## config.mk

```make
export PLATFORM = sky130hd
export DESIGN_NAME = product_accumulator
export DESIGN_NICKNAME = d
export VERILOG_FILES = /design/src/rtl/product_accumulator_pkg.sv /design/src/rtl/product_accumulator_acc_adder.sv /design/src/rtl/product_accumulator.sv
export SDC_FILE = /design/constraint.sdc
export NUM_CORES = 1
export LEC_CHECK = 0
export BUFFER_PORTS_ARGS = -buffer_cell sky130_fd_sc_hd__buf_4
export CORE_MARGIN = 3
export CORE_UTILIZATION = 52
export CTS_CLUSTER_DIAMETER = 80
export DETAILED_ROUTE_END_ITERATION = 6
export GPL_TIMING_DRIVEN = 0
export PLACE_DENSITY = 0.76
export RECOVER_POWER = 50
export SLEW_MARGIN = 20
export SYNTH_ARGS = -nofsm -noshare
export SYNTH_HDL_FRONTEND = slang
export SYNTH_HIERARCHICAL = 1
export SYNTH_SLANG_ARGS = --single-unit
```

## constraint.sdc

```tcl
create_clock -name clk -period 3.1 [get_ports clk]
set_input_delay 0.465 -clock clk [delete_from_list [all_inputs] [get_ports clk]]
set_output_delay 0.465 -clock clk [all_outputs]
set_load 0.05 [all_outputs]
```

## src/rtl/product_accumulator_pkg.sv

```systemverilog
// Shared FSM encoding and default sizing for the product accumulator.
// Saturating accumulate is enabled by PRODUCT_ACCUMULATOR_SATURATE_EN.
package product_accumulator_pkg;

    typedef enum logic {
        ACC  = 1'b0,
        HOLD = 1'b1
    } state_t;

    localparam int DEF_WIDTH = 16;
    localparam int DEF_GUARD = 8;
    localparam int DEF_LEN   = 8;

endpackage

```

## src/rtl/product_accumulator_acc_adder.sv

```systemverilog
// Accumulator add with carry-out; clamps to all-ones on carry when
// PRODUCT_ACCUMULATOR_SATURATE_EN is defined, otherwise wraps.
module acc_adder
    import product_accumulator_pkg::*;
#(
    parameter int AW = 2*DEF_WIDTH + DEF_GUARD
) (
    input  logic [AW-1:0] acc,
    input  logic [AW-1:0] prod,
    output logic [AW-1:0] sum,
    output logic          carry
);

    logic [AW:0] raw;

    assign raw   = {1'b0, acc} + {1'b0, prod};
    assign carry = raw[AW];

`ifdef PRODUCT_ACCUMULATOR_SATURATE_EN
    // Once clamped, any further nonzero product carries again, so acc stays pinned.
    assign sum = carry ? {AW{1'b1}} : raw[AW-1:0];
`else
    assign sum = raw[AW-1:0];
`endif

endmodule

```

## src/rtl/product_accumulator.sv

```systemverilog
// Frames unsigned products into sums of up to LEN terms with a sticky overflow flag.
// Optional saturation via PRODUCT_ACCUMULATOR_SATURATE_EN (see acc_adder).
module product_accumulator
    import product_accumulator_pkg::*;
#(
    parameter int WIDTH = DEF_WIDTH,
    parameter int GUARD = DEF_GUARD,
    parameter int LEN   = DEF_LEN
) (
    input  logic                     clk,
    input  logic                     rst,
    input  logic                     in_valid,
    output logic                     in_ready,
    input  logic [2*WIDTH-1:0]       in_prod,
    input  logic                     in_last,
    output logic                     out_valid,
    input  logic                     out_ready,
    output logic [2*WIDTH+GUARD-1:0] out_sum,
    output logic [7:0]               out_cnt,
    output logic                     out_ovf
);

    localparam int AW = 2*WIDTH + GUARD;
    localparam logic [7:0] LEN_C = 8'(LEN);

    state_t          state, state_nx;
    logic [AW-1:0]   acc, base, sum;
    logic [7:0]      cnt, cnt_inc;
    logic            ovf, carry, accept, close;

    assign accept  = in_valid & in_ready;
    // An accept while in HOLD starts a fresh frame, so add onto zero.
    assign base    = (state == HOLD) ? '0 : acc;
    assign cnt_inc = ((state == HOLD) ? 8'd0 : cnt) + 8'd1;
    assign close   = in_last | (cnt_inc == LEN_C);

    acc_adder #(.AW(AW)) u_add (
        .acc   (base),
        .prod  (AW'(in_prod)),
        .sum   (sum),
        .carry (carry)
    );

    always_ff @(posedge clk) begin
        if (rst) state <= ACC;
        else     state <= state_nx;
    end

    always_comb begin
        state_nx = state;
        unique case (state)
            ACC:  if (accept && close) state_nx = HOLD;
            HOLD: if (out_ready)       state_nx = (accept && close) ? HOLD : ACC;
            default: state_nx = ACC;
        endcase
    end

    always_comb begin
        out_valid = (state == HOLD);
        in_ready  = (state == ACC) | out_ready;
    end

    always_ff @(posedge clk) begin
        if (rst) begin
            acc <= '0;
            cnt <= 8'd0;
            ovf <= 1'b0;
        end else if (accept) begin
            acc <= sum;
            cnt <= cnt_inc;
            ovf <= ((state == HOLD) ? 1'b0 : ovf) | carry;
        end else if (state == HOLD && out_ready) begin
            acc <= '0;
            cnt <= 8'd0;
            ovf <= 1'b0;
        end
    end

    assign out_sum = acc;
    assign out_cnt = cnt;
    assign out_ovf = ovf;

endmodule

```

==> flow_metrics.env <==
export IMPL_yosys_warnings=6
export IMPL_timing_rr_start="out_valid"
export IMPL_muxShareOfSynthArea_pct=0.243
export IMPL_start_kind="flip-flop"
export IMPL_via_count=4593
export IMPL_synth_main_ff_cell="dfxtp_1"
export IMPL_finalCritPeriodShare_pct=95.2
export IMPL_timing_fmax_mhz=339
export IMPL_synth_edf_count=0
export IMPL_place_inst=759
export IMPL_grt_pass1_wl_um=20700
export IMPL_synth_compound_area_share_pct=33.4
export IMPL_p_total_w=0.00273
export IMPL_cts_tree="built"
export IMPL_cts_htree_levels=2
export IMPL_cts_buffer_depth=2
export IMPL_synth_fa_ha_area_share_pct=11.5
export IMPL_diodes=0
export IMPL_rsz0062_at_grt="false"
export IMPL_yosysUniqueCellTypes=67
export IMPL_r2r_slack_ps=150
export IMPL_core_area_um2=8420
export IMPL_cts_buffers=5
export IMPL_hold_viol_final=0
export IMPL_syn_area_um2=4640
export IMPL_hold_path_endpoint="out_valid"
export IMPL_cpMaxStageDelayCell="dfxtp_4"
export IMPL_grt_pass1_vias=4524
export IMPL_final_cells=779
export IMPL_synth_cells=562
export IMPL_crit_chain="nor2b_1 > ha_2 > fa_2 > a211o_1 > a21o_1 > a211oi_2 > nor2_4 > a21oi_4 > o21ai_4 > a41oi_2 > xnor2_2 > a22oi_2 > nor2_1"
export IMPL_grt_overflow=0
export IMPL_die_w_um=100
export IMPL_drtPass1Iterations=5
export IMPL_ys_top_cells_by_area="dfxtp_1 (22%), ha_1 (11%), a22oi_2 (11%), nor2b_1 (6.3%), nor2_1 (5.3%)"
export IMPL_gr_usage_all_layers_pct=24.6
export IMPL_arrival_ps=3140
export IMPL_ys_seq_area_share_pct=21.6
export IMPL_viasPerCell=5.90
export IMPL_first_iter_violations=156
export IMPL_synth_top_family_by_area="compound AO/OA/AOI/OAI gates"
export IMPL_outcome="completed"
export IMPL_hold_class="in -> reg"
export IMPL_grt_max_degree=17
export IMPL_finalSetupViolations=0
export IMPL_maxCapViolCount=0
export IMPL_io_pins=88
export IMPL_reg2reg_to="out_sum[38]"
export IMPL_slew_headroom_pct=56.9
export IMPL_worst_pin_slew_ps=649
export IMPL_cts_root_buffer="clkbuf_8"
export IMPL_insertion_delay_ps=310
export IMPL_min_delay_start="in_last"
export IMPL_timing_critical_path_fanout_max=6
export IMPL_initial_core_util_pct=55.1
export IMPL_nets=752
export IMPL_synth_xor_area_share_pct=6.79
export IMPL_r2r_cells=13
export IMPL_finalClockSkew_ps=7.96
export IMPL_post_route_min_period_ps=2950
export IMPL_dp_slack_ps=-428
export IMPL_drc_errors=0
export IMPL_power_leakage_nw=2.42
export IMPL_synth_async_reset_ratio_pct=0
export IMPL_wl_um=12700
export IMPL_dpl_hpwl_um=9450
export IMPL_place_area_um2=5460
export IMPL_synth_seq_cells=50
export IMPL_final_antenna_net_count=0
export IMPL_hold_path_cell_count=3
export IMPL_antenna_found_initial=0
export IMPL_worstSetupPathType="reg -> reg"
export IMPL_slew_violations=0
export IMPL_setup_slack_ps=149
export IMPL_yosysTopAreaCell="dfxtp_1"
export IMPL_yosys_top_cells_count="nor2_1 (65), dfxtp_1 (50), nor2b_1 (47), a21oi_1 (46), ha_1 (41)"
export IMPL_port_buffers=85
export IMPL_synth_most_common_cell="nor2_1"
export IMPL_syn_mean_instance_area_um2=8.26
export IMPL_cp_required_ps=3290
export IMPL_die_area_um2=10100
export IMPL_slowest_delay_ps=420
export IMPL_syn_to_final_growth_pct=22.3
export IMPL_finalSetupTns_ps=0
export IMPL_design_area_um2=5680
export IMPL_gp_congestion=0.934
export IMPL_die_y_um=100
export IMPL_cts_sinks=50
export IMPL_drive_gt1_share_pct=24.2
export IMPL_synth_simple_area_share_pct=21.6
export IMPL_clk_pin_slew_worst_paths_ps=110
export IMPL_power_density_nw_per_um2=481
export IMPL_num_rows=33
export IMPL_cp_end_kind="flip-flop"
export IMPL_synth_top_area_share_pct=21.6
export IMPL_wl_per_cell_um=16.4
export IMPL_ir_drop_uv=307
[cell families (layout without fill, tap and decap cells)]
logic type | Yosys count | after routing
flops | 50 | 50
xor+xnor | 36 | 36
buf+inv | 39 | 144
simple gates | 202 | 202
fa+ha+maj | 42 | 42
other cells | 1 | 8
compound gates | 191 | 191
mux | 1 | 1
[power breakdown]
group / internal (W) / switching [W] / leakage [nW]
Clock: 0.000324 / 0.000246 / 0.0683
Combinational: 0.000521 / 0.000870 / 1.94
Sequential: 0.000710 / 0.0000616 / 0.411
Total: 0.00156 / 0.00118 / 2.42
[area by class of cell]
| type | instances | area, um^2 |
|---|---|---|
| Timing Repair Buffer | 99 | 556 |
| Clock inverter | 3 | 68.8 |
| Inverter | 5 | 18.8 |
| Clock buffer | 5 | 68.8 |
| Buffer | 32 | 228 |
| Sequential cell | 50 | 1000 |
| Tap cell | 105 | 131 |
| Multi-Input combinational cell | 480 | 3600 |
| Fill cell | 772 | 2750 |
[through the flow]
| step | hold slack (ps) | utilization [%] |
|---|---|---|
| 6_report | 424 | 67.4 |
| 5_1_grt | 460 | 67.4 |
| 4_1_cts | 420 | 67.7 |
| 3_5_place_dp | 526 | 64.8 |
| 3_3_place_gp | 516 | 64.8 |
| 2_1_floorplan | 649 | - |
[what timing repair did]
action,4_1_cts,5_1_grt
pin swaps,8,16
hold buffers,0,0
setup endpoints to repair,20,14
buffers inserted,4,10
endpoints found under the hold margin,0,0
gates resized for setup,18,27
[worst max path at each step]
stage / from / to / slack [ps] / cells after the start
floorplan: out_valid / out_sum[26] / 20 / 14
global placement: out_valid / out_sum[39] / -360 / 14
detailed placement: out_valid / out_sum[39] / -430 / 14
CTS: out_valid / out_ovf / 10 / 14
global route: out_valid / out_sum[38] / 20 / 13
finish: out_valid / out_sum[38] / 150 / 13
[sequential cells by signal (all words and copies together) (netlist names)]
signal / cells
out_cnt: 8
out_valid: 1
out_ovf: 1
out_sum: 40
[worst max-delay path: cells and delay by family (launching register included)]
family / cells / cell delay [ps]
AO/OA/AOI/OAI: 7 / 1500
adder cells (fa/ha/maj): 2 / 600
flip-flops: 1 / 420
AND/OR/NAND/NOR: 3 / 220
XOR/XNOR: 1 / 90
[cell usage in the layout (no fill, tap or decap), types with 3 or more instances in the layout]
cell type	synthesis	final
nor2_1	65	64
inv_1	4	4
a211oi_1	4	3
a21o_1	19	19
ha_2	0	4
xnor2_1	23	22
clkbuf_1	18	62
a21oi_2	1	7
nor3_1	5	5
o21ai_0	14	13
o21ai_2	5	5
nand2_1	35	35
conb_1	1	8
xor2_1	13	13
clkbuf_8	0	6
o21bai_1	3	3
a21oi_1	46	39
o21a_1	13	13
a31oi_1	5	4
buf_4	1	52
nand4_1	12	12
dfxtp_1	50	49
a21oi_4	2	3
nand2b_1	7	7
o21ai_1	11	10
o211ai_1	3	3
a22oi_2	40	40
nand3_1	12	12
nor2b_1	47	45
buf_6	9	10
ha_1	41	37
[routing by layer]
layer	vias to the layer above	routed length [um]	track usage (%)	share of wire [%]
li1	2268	-	-	-
met1	2159	5480	31.3	43
met2	150	6420	44.0	50
met3	16	689	3.11	5.4
met4	0	158	6.11	1.2
met5	-	0	0	0
No activity file was read; power rests on OpenSTA's default activity.
